===== config.mk =====
export PLATFORM = sky130hd
export DESIGN_NAME = tick_sched
export DESIGN_NICKNAME = d
export VERILOG_FILES = /design/src/rtl/tick_sched.sv
export SDC_FILE = /design/constraint.sdc
export NUM_CORES = 1
export LEC_CHECK = 0
export BUFFER_PORTS_ARGS = -buffer_cell sky130_fd_sc_hd__buf_2
export CORE_MARGIN = 8
export CORE_UTILIZATION = 45
export DETAILED_ROUTE_END_ITERATION = 8
export GPL_TIMING_DRIVEN = 0
export PLACE_DENSITY = 0.74
export SLEW_MARGIN = 30
export SYNTH_ARGS = -nofsm -noshare
export SYNTH_HDL_FRONTEND = slang
export SYNTH_SLANG_ARGS = --single-unit

===== constraint.sdc =====
create_clock -name mclk -period 4.3 [get_ports mclk]
set_input_delay 0.43 -clock mclk [delete_from_list [all_inputs] [get_ports mclk]]
set_output_delay 0.43 -clock mclk [all_outputs]
set_load 0.005 [all_outputs]

===== src/rtl/tick_sched.sv =====
// tick_sched: shared prescaler dividing one counter into NCH single-cycle enable ticks.
// Define TICK_SCHED_ACK_EN to turn ticks into acknowledged level requests with overrun flags.
module tick_sched #(
    parameter int NCH  = 4,
    parameter int CHW  = 2,
    parameter int CW   = 24,
    parameter int SELW = 5
) (
    input  logic            mclk,
    input  logic            clr,
    input  logic            halt,
    input  logic            cfg_we,
    input  logic [CHW-1:0]  cfg_ch,
    input  logic [SELW-1:0] cfg_sel,
    input  logic [1:0]      cfg_mode,
`ifdef TICK_SCHED_ACK_EN
    input  logic [NCH-1:0]  tick_ack,
    output logic [NCH-1:0]  ovr,
`endif
    output logic            cfg_ack,
    output logic            cfg_err,
    output logic [CW-1:0]   cnt,
    output logic [NCH-1:0]  tick,
    output logic [NCH-1:0]  armed
);
    logic [CW-1:0]   nxt;
    logic [NCH-1:0]  one, hit, wr;
    logic [SELW-1:0] sel [NCH];
    logic            ok;

    // A tick is a 0->1 edge of the selected bit, judged on the old configuration.
    always_comb begin
        nxt = cnt + 1'b1;
        ok = cfg_we && 32'(cfg_ch) < NCH && !((cfg_mode[0] ^ cfg_mode[1]) && 32'(cfg_sel) >= CW);
        for (int c = 0; c < NCH; c++) begin
            hit[c] = !halt && armed[c] && !cnt[sel[c]] && nxt[sel[c]];
            wr[c] = ok && cfg_ch == CHW'(c);
        end
    end

    always_ff @(posedge mclk or posedge clr) begin
        if (clr) begin
            cnt     <= '0;
            tick    <= '0;
            armed   <= '0;
            one     <= '0;
            cfg_ack <= 1'b0;
            cfg_err <= 1'b0;
`ifdef TICK_SCHED_ACK_EN
            ovr     <= '0;
`endif
            for (int c = 0; c < NCH; c++) sel[c] <= '0;
        end else begin
            if (!halt) cnt <= nxt;
            cfg_ack <= ok;
            cfg_err <= cfg_we && !ok;
`ifdef TICK_SCHED_ACK_EN
            tick <= hit | (tick & ~tick_ack);
            ovr  <= (ovr | (hit & tick & ~tick_ack)) & ~wr;
`else
            tick <= hit;
`endif
            for (int c = 0; c < NCH; c++) begin
                if (wr[c]) begin
                    armed[c] <= cfg_mode[0] ^ cfg_mode[1];
                    one[c]   <= cfg_mode == 2'b10;
                    sel[c]   <= cfg_sel;
                end else if (hit[c] && one[c]) begin
                    armed[c] <= 1'b0;
                end
            end
        end
    end
endmodule


# Word level (Yosys, flattened, before mapping)
# Cells that the tools add are included.
[classes]
bitwise = 1
n_reduce_logical = 35
n_mux = 24
n_addsub = 1
eq_ne = 4
n_lt_le_gt_ge = 5
[op_table]
columns = ["cell", "n"]
rows = [
  ["$bmux 1 s5", 8],
  ["$add 24x1->24 const B", 1],
  ["$lt 5x6->1 const B", 4],
  ["$logic_and 1x1->1", 23],
  ["$mux 1", 16],
  ["$reduce_bool 2->1", 4],
  ["$logic_not 1->1", 7],
  ["$eq 2x2->1 const B", 3],
  ["$ge 5x5->1 const B", 1],
  ["$eq 2x1->1 const B", 1],
  ["$logic_not 2->1", 1],
  ["$xor 1x1->1", 1],
]
[totals]
register_bits = 58
input_bits = 13
output_inout_bits = 34

# Longest topological paths before layout
# Gate-level depths: netlist of run 1.
[logic_depth]
ltp_word = 8
ltp_mapped = 10
mapped_depth_nobuf = 9

# Worst setup path after synthesis of run 1
# No wires, ideal clock.
[synth_path]
path_kind = "reg-to-reg"
startpoint = "reg cnt[0]"
endpoint = "reg armed[1]"
required_ps = 4167
slack_ps = 1664
arrival_time_ps = 2504
stages_incl_launch_ff = 10
period_less_slack_ps = 2636
path_buffers = 0
cell_sequence = "dfrtp_1 > ha_1 > nand4_4 > or4_1 > xor2_1 > mux2_2 > a211o_1 > a31oi_1 > a211o_1 > o211ai_1"
[synth_via]
elab_chain_len = 7
[synth_rtl]
columns = ["element", "line_no", "text"]
rows = [
  ["start, declared", "22", "output logic [CW-1:0] cnt,"],
  ["start signal, assigned", "54", "if (!halt) cnt <= nxt;"],
  ["branches (longest 4 deep; another with $add 24x1->24)", "--", ""],
  ["$logic_and 1x1->1 (*)", "36", "hit[c] = !halt && armed[c] && !cnt[sel[c]] && nxt[sel[c]];"],
  ["$logic_and 1x1->1 (*)", "68", "end else if (hit[c] && one[c]) begin"],
  ["$reduce_bool 2->1 (no line) (*)", "--", ""],
  ["end signal, assigned by index", "65", "armed[c] <= cfg_mode[0] ^ cfg_mode[1];"],
  ["end, declared", "24", "output logic [NCH-1:0] armed"],
]
# Every way passes the cells marked *. The select of a mux whose other input is x is not followed.
# A chain may end at the register's enable or synchronous reset.

# Worst setup path in the final report of run 1
# Same ends and word-level chain as after synthesis.

==> summary.txt, run 1 <==
Run status
  – Status: complete, no violations

Route
  – DRT iter0 DRCs: between 600 and 700
  – DR vias/cell: 6.63
  – DRC viols: 0
  – Routed wire length: 18.6 mm
  – Via Count: 5,072
  – Post-DRT Antenna Nets: 0
  – Drt pass-1 iters: 7
  – DR WL/cell: roughly 24 um

Placed design
  – GPL Wtd Cong: 1.03
  – Port bufs: 46
  – Post-placement cell area: 0.00544 sq mm
  – DP HPWL: 14.0 mm

Synthesis
  – Synth Flop Type: dfrtp_1
  – Synthesized area: 0.00501 sq mm
  – Mean Syn Cell Area: ~8.9 sq um
  – Syn_nets: slightly below 600
  – Cells after Synth: 562
  – Post-synth EDFFs: 0
  – Ys async rst share: 1.00
  – Sequential-to-total area share from yosys stat: 0.289
  – FF+latch count, synth: 58
  – Yosys warning count: 0
  – Post-synth cell types: 65

Floorplan
  – Initial Utilization: 0.463
  – Core region area: 0.0108 sq mm
  – DIE AREA: 0.0148 sq mm
  – Die span in y: 122 um
  – Std-Cell Rows: 38
  – Chip Width: 122 um
  – Top Ports: 47

Clock tree
  – Root Buffer: clkbuf_8
  – Clk slew on worst S/H paths: 0.08 ns
  – CTS buffer count: 9
  – Clock buffer depth: 2
  – Hold buffers post-CTS: 0
  – CTS H-tree lvls: 3
  – CTS tree: built
  – CTS resizes: 0
  – Clk_lat worst skew: 0.36 ns
  – Sink Count: 58
  – Postcts setup bufs: 0

Final layout
  – Inserted Diodes: 0
  – Final Util: 0.525
  – Most frequent cells in the layout: dfrtp_1, nand2_1, buf_2
  – Design Area, Final: between 0.005 and 0.006 sq mm
  – Nets: ~640
  – Synth-to-Final Area Change: 13.6%
  – Most common cell after layout, fill and taps aside: dfrtp_1
  – Share of cells above drive strength 1: 0.219

STA
  – Min cycle time layout: 3.26 ns
  – Setup TNS: 0 ns
  – Tcrit/Tclk final: 0.758
  – Fmax: 307 MHz
  – Unrepaired setup endpoints after global routing: false
  – Fin. max-slew vios: 0
  – Final Setup Violations: 0
  – Worst slew pin tran: about 0.8 ns
  – Slew HR: 0.445
  – Skew final: approximately 0.013 ns
  – Number of failing hold endpoints at the final stage: 0

Critical path
  – Setup crit end kind: register
  – Worst endpoint data arrival time: 3.49 ns
  – CP most frequent cell: a211o_1
  – Maximum fanout along the worst path: 7
  – CP Cell Sequence: ha_1 -> nand4_4 -> nor4_1 -> xnor2_1 -> mux2_2 -> a211o_1 -> a31oi_1 -> a211o_1 -> o211ai_1
  – Worst setup path class: reg -> reg
  – Worst setup SP type: register
  – Critical path's largest stage delay: 0.58 ns
  – WP data required: ~4.5 ns
  – CP max-delay cell: nor4_1
  – R2R setup slack: 1.04 ns

Pwr
  – Power Dens Cells: about 530 mW/mm^2
  – Switching Fraction: 0.453
  – Clock share of power: 0.221
  – Combinational power share: 0.515
  – Pleak: 2.29 nW
  – P_int: 1.64 mW
  – Total chip power: 2.99 mW
  – NetSw: 1.35 mW
  – Peak VDD IR: 338 uV
  – Sequential Power Share: 0.264

Global routing
  – Vias in the first global route: 4,872
  – GRT overflow: 0
  – Initial antenna violation count: 0
  – Largest net degree at the start of global routing: 35
  – Tot GR Track Use: 0.254
  – Wire length of the first global-routing pass: 28.7 mm

Flow run
  – Max Cap Viol: 0

Min path
  – Hold Path Class: in -> async
==> Yosys cell counts, drive strengths merged (4+ instances only) <==
cell      n  area share
a21oi    14       0.014
a31oi    16       0.020
and3      9       0.011
and4      4      0.0070
buf      17       0.017
clkbuf   41       0.031
dfrtp    58        0.29
inv      18       0.013
mux2     26       0.058
mux2i    14       0.028
mux4     23        0.10
nand2    55       0.041
nand2b    8       0.010
nand3    21       0.022
nand3b    4      0.0060
nand4    22       0.033
nor2     32       0.024
nor2b     8       0.010
nor3     21       0.021
nor4     15       0.023
o2111ai   5      0.0087
o211ai    6      0.0090
o21a      5      0.0075
o21ai    20       0.021
o311a     4      0.0080
o31ai     4      0.0060
xnor2    18       0.031
xor2     20       0.035
==> critical path: cells and delay by family (launching register included) <==
| kind | cells | cell delay, ns |
|---|---|---|
| AND/OR/NAND/NOR | 2 | 0.79 |
| AO/OA/AOI/OAI | 4 | 0.75 |
| flip-flops | 1 | 0.50 |
| adder cells (fa/ha/maj) | 1 | 0.40 |
| multiplexers | 1 | 0.35 |
| XOR/XNOR | 1 | 0.34 |
==> logic make-up after synthesis <==
kind of cell | Yosys count | synth area share
xor+xnor | 38 | 0.0664
fa+ha+maj | 2 | 0.00499
mux | 63 | 0.190
simple gates | 221 | 0.245
compound gates | 104 | 0.144
flops | 58 | 0.289
buf+inv | 76 | 0.0611
==> through the flow <==
stage | std cells | hold WS (ns) | worst slack, ns
floorplan | 562 | 0.422 | 1.66
global placement | 748 | 0.431 | 1.16
detailed placement | 749 | 0.432 | 1.11
CTS | 765 | 0.0433 | 1.08
global route | 765 | 0.0641 | 0.866
finish | 765 | 0.0422 | 1.04
==> power groups by stage <==
stage | Sequential, mW | Combinational [mW] | Clock, mW
after detailed placement | 0.796 | 1.48 | 0
after CTS | 0.786 | 1.49 | 0.669
after global routing | 0.806 | 1.63 | 0.694
final | 0.790 | 1.54 | 0.661
after floorplan | 0.770 | 1.02 | 0
after global placement | 0.787 | 1.48 | 0
==> state kept, by name, indices dropped and copies added, names as in the netlist <==
register and cells:
one 4, sel 20, tick 4, cfg_ack 1, cfg_err 1, cnt 24
armed 4
==> path summary, 6_finish.rpt <==
check                      cells past startpoint    from  endpoint
max in group asynchronous                      3     clr  armed[3]
setup / recovery                               9  cnt[0]  armed[1]
min in group mclk                              3  cfg_we   cfg_err
hold reg to reg                                1  one[0]  armed[0]
hold / removal                                 2     clr    cnt[3]
setup reg to reg                               9  cnt[0]  armed[1]
==> routing by layer <==
metal	routed length, um	part of all wire	GRT usage
met2	8510	0.46	0.394
met5	0	0	0
met4	708	0.038	0.107
met3	1670	0.090	0.0537
met1	7720	0.41	0.335
==> final cells by class <==
cell class,instances,area (sq um)
Sequential cell,58,1450
Multi-Input combinational cell,428,3260
Clock inverter,7,124
Buffer,58,239
Timing Repair Buffer,47,250
Clock buffer,9,124
Inverter,18,70.1
Tap cell,140,175
Fill cell,1039,5140
Note: power is estimated with default switching activity, not from simulation.
==> run 2: changes to the inputs <==
--- a/config.mk
+++ b/config.mk
@@ -5,12 +5,13 @@
 export SDC_FILE = /design/constraint.sdc
 export NUM_CORES = 1
 export LEC_CHECK = 0
+export ABC_AREA = 1
 export BUFFER_PORTS_ARGS = -buffer_cell sky130_fd_sc_hd__buf_2
 export CORE_MARGIN = 8
 export CORE_UTILIZATION = 45
 export DETAILED_ROUTE_END_ITERATION = 8
 export GPL_TIMING_DRIVEN = 0
-export PLACE_DENSITY = 0.74
+export PLACE_DENSITY = 0.77
 export SLEW_MARGIN = 30
 export SYNTH_ARGS = -nofsm -noshare
 export SYNTH_HDL_FRONTEND = slang
==> constraint.sdc (replaced) <==
create_clock -name mclk -period 2.6 [get_ports mclk]
set_input_delay 0.26 -clock mclk [delete_from_list [all_inputs] [get_ports mclk]]
set_output_delay 0.26 -clock mclk [all_outputs]
set_load 0.005 [all_outputs]
==> summary.txt, run 2 <==
Synthesis
  – Synth top area cells: dfrtp_1, nand3_1, nand2_1 (was dfrtp_1, mux4_2, mux2_2)
  – Synth top cells by count: nand2_1, nand3_1, inv_1, o21ai_0, dfrtp_1 (was dfrtp_1, nand2_1, clkbuf_1, nor2_1, mux2_2)
  – Post-synth EDFFs: 0 (unchanged)
  – FF+latch count, synth: 58 (unchanged)
  – Synthesized area: 0.00515 sq mm (was 0.00501 sq mm)
  – Yosys warning count: 0 (unchanged)
  – Ys async rst share: 1.00 (unchanged)
  – Synth Flop Type: dfrtp_1 (unchanged)
  – Sequential-to-total area share from yosys stat: 0.282 (was 0.289)
  – Post-synth cell types: 34 (was 65)
  – Syn_nets: 835 (was 577)
  – Largest area contributor in the netlist: dfrtp_1 (unchanged)
  – Top-area cell type share of the netlist area: 0.282 (was 0.289)
  – Cells after Synth: 820 (was 562)
  – Mean Syn Cell Area: 6.29 sq um (was 8.92 sq um)
  – Top-count cell post-synth: nand2_1 (was dfrtp_1)

STA
  – Unrepaired setup endpoints after global routing: false (unchanged)
  – Setup TNS: 0 ns (unchanged)
  – Fmax: 405 MHz (was 307 MHz)
  – Min cycle time layout: 2.47 ns (was 3.26 ns)
  – Skew final: 0.0115 ns (was 0.0129 ns)
  – Worst slew pin tran: 0.692 ns (was 0.822 ns)
  – Tcrit/Tclk final: 0.950 (was 0.758)
  – Final Setup Violations: 0 (unchanged)
  – Fin. max-slew vios: 0 (unchanged)
  – Number of failing hold endpoints at the final stage: 0 (unchanged)
  – Slew HR: 0.537 (was 0.445)

Final layout
  – Top reg by flops: cnt (unchanged)
  – FF+latch area: 0.00145 sq mm (about the same)
  – Fillers: 1,195 (was 1,039)
  – Synth-to-Final Area Change: 13.6% (about the same)
  – Max reg flops: 24 (unchanged)
  – Nets: 893 (was 635)
  – Multi-input gate area: 0.00306 sq mm (was 0.00326 sq mm)
  – Most common cell after layout, fill and taps aside: nand2_1 (was dfrtp_1)
  – Largest registers: cnt (24), sel (20) (unchanged)
  – Share of cells above drive strength 1: 0.166 (was 0.219)
  – Most frequent cells in the layout: nand2_1, nand3_1, inv_1 (was dfrtp_1, nand2_1, buf_2)
  – Inserted Diodes: 0 (unchanged)

Critical path
  – Setup crit end kind: register (unchanged)
  – CP most frequent cell: nand3_1 (was a211o_1)
  – R2R Path End: armed[3] (was armed[1])
  – Critical path's largest stage delay: 0.68 ns (was 0.58 ns)
  – CP Cell Sequence: nand2_1 -> nor2_1 -> nand3_1 -> nor2_1 -> nand2_1 -> nand3_1 -> nand3_1 -> nand3_1 -> nand3_1 -> nand2_1 -> nand3_1 -> nand2_1 -> nand2_1 (was ha_1 -> nand4_4 -> nor4_1 -> xnor2_1 -> mux2_2 -> a211o_1 -> a31oi_1 -> a211o_1 -> o211ai_1)
  – FF-to-FF path depth: 13 (was 9)
  – Maximum fanout along the worst path: 9 (was 7)
  – R2R setup slack: 0.13 ns (was 1.04 ns)
  – Worst endpoint data arrival time: 2.71 ns (was 3.49 ns)
  – WP data required: 2.84 ns (was 4.53 ns)
  – Worst setup path class: reg -> reg (unchanged)
  – CP max-delay cell: dfrtp_1 (was nor4_1)
  – R2r startpoint: cnt[12] (was cnt[0])
  – Worst setup SP type: register (unchanged)

Clock tree
  – Clk_lat worst skew: 0.35 ns (was 0.36 ns)
  – CTS H-tree lvls: 3 (unchanged)
  – Postcts setup bufs: 0 (unchanged)
  – Clk slew on worst S/H paths: 0.05 ns (was 0.08 ns)
  – Clock buffer depth: 2 (unchanged)
  – Root Buffer: clkbuf_16 (was clkbuf_8)
  – CTS buffer count: 9 (unchanged)
  – CTS tree: built (unchanged)
  – Sink Count: 58 (unchanged)

Floorplan
  – Chip Width: 123 um (was 122 um)
  – Top Ports: 47 (unchanged)
  – Core region area: 0.0113 sq mm (was 0.0108 sq mm)
  – Initial Utilization: 0.455 (was 0.463)
  – Std-Cell Rows: 39 (was 38)
  – DIE AREA: 0.0151 sq mm (was 0.0148 sq mm)
  – Die span in y: 123 um (was 122 um)

Pwr
  – Peak VDD IR: 502 uV (was 338 uV)
  – Power Dens Cells: 814 mW/mm^2 (was 525 mW/mm^2)
  – Pleak: 2.91 nW (was 2.29 nW)
  – Total chip power: 4.77 mW (was 2.99 mW)

Min path
  – Cells on Worst Hold Path: 3
  – Hold Path Class: in -> reg (was in -> async)
  – Worst Hold Path EP: cfg_err
  – Hold wc startpoint: cfg_we

Placed design
  – GPL Wtd Cong: 1.03 (about the same)
  – Port bufs: 45 (was 46)
  – DP HPWL: 14.8 mm (was 14.0 mm)

Global routing
  – GRT overflow: 0 (unchanged)
  – Wire length of the first global-routing pass: 30.9 mm (was 28.7 mm)
  – Vias in the first global route: 5,536 (was 4,872)
  – Initial antenna violation count: 0 (unchanged)
  – Largest net degree at the start of global routing: 36 (was 35)
  – Tot GR Track Use: 0.272 (was 0.254)

Route
  – Via Count: 6,034 (was 5,072)
  – DRT iter0 DRCs: 688 (was 646)
  – DR vias/cell: 5.88 (was 6.63)
  – Post-DRT Antenna Nets: 0 (unchanged)
  – Drt pass-1 iters: 5 (was 7)
  – DR WL/cell: 19.6 um (was 24.3 um)
  – DRC viols: 0 (unchanged)
  – Routed wire length: 20.1 mm (was 18.6 mm)

Run status
  – Status: complete, no violations (unchanged)

Flow run
  – Max Cap Viol: 0 (unchanged)
-- run 2: area by class of cell --
cell class	count	share of cell area
clock buffers	13	0.0427
plain buffers	48	0.0476
well taps	143	0.0305
flip-flops and latches	58	0.248
multi-input cells	616	0.522
clock inverters	3	0.00256
repair buffers	47	0.0436
inverters	98	0.0632
-- run 2: cells by family (layout without fill, tap and decap cells) --
family,after synthesis,after routing,synth area share
xor gates and xnor gates,3,3,0.00655
buffers and inverters,146,209,0.125
adders and majority gates,2,2,0.00485
DFF,58,58,0.282
AOI/OAI and AO/OA,137,137,0.144
and+or+nand+nor,474,474,0.437
-- run 2: how the worst max path moves through the flow --
stage / from / endpoint / slack (ns) / cells past startpoint
after floorplan: cnt[1] / armed[2] / 0.68 / 16
final: cnt[12] / armed[3] / 0.13 / 13
after global routing: cnt[12] / armed[3] / 0.06 / 13
after global placement: clr / sel[18] / 0.08 / 2
after detailed placement: cnt[1] / armed[1] / 0.17 / 16
after CTS: cnt[1] / armed[1] / 0.15 / 16
-- run 2: power breakdown --
group	total [mW]	switching (mW)	internal (mW)
Clock	1.09	0.429	0.665
Sequential	1.33	0.239	1.09
Combinational	2.34	1.59	0.752
Total	4.77	2.26	2.51
-- run 2: critical path: cells and delay by family (launching register included) --
kind             cells  cell delay, ns
flip-flops           1            0.68
AND/OR/NAND/NOR     13            1.68
-- run 2: timing repair --
| item | 4_1_cts | 5_1_grt |
|---|---|---|
| endpoints found under the setup margin | 0 | 4 |
| hold buffers | 1 | 0 |
| resized for setup | 0 | 1 |
| endpoints found under the hold margin | 23 | 0 |
-- run 2: metrics by stage --
| step | utilization | area (sq um) | instances | hold WS, ns | setup WS (ns) |
|---|---|---|---|---|---|
| final | 0.517 | 5860 | 1026 | 0.136 | 0.129 |
| after floorplan | - | 5150 | 820 | 0.366 | 0.677 |
| after detailed placement | 0.493 | 5580 | 1009 | 0.260 | 0.171 |
| after global routing | 0.517 | 5860 | 1026 | 0.142 | 0.0559 |
| after CTS | 0.517 | 5860 | 1026 | 0.125 | 0.150 |
| after global placement | 0.491 | 5560 | 1008 | 0.479 | 0.0752 |
-- run 2: layer usage --
| layer | GRT usage | share of wire | up-vias |
|---|---|---|---|
| met1 | 0.359 | 0.41 | 2721 |
| met5 | 0 | 0 | - |
| met2 | 0.394 | 0.41 | 384 |
| met4 | 0.166 | 0.062 | 0 |
| li1 | - | - | 2836 |
| met3 | 0.0667 | 0.12 | 93 |
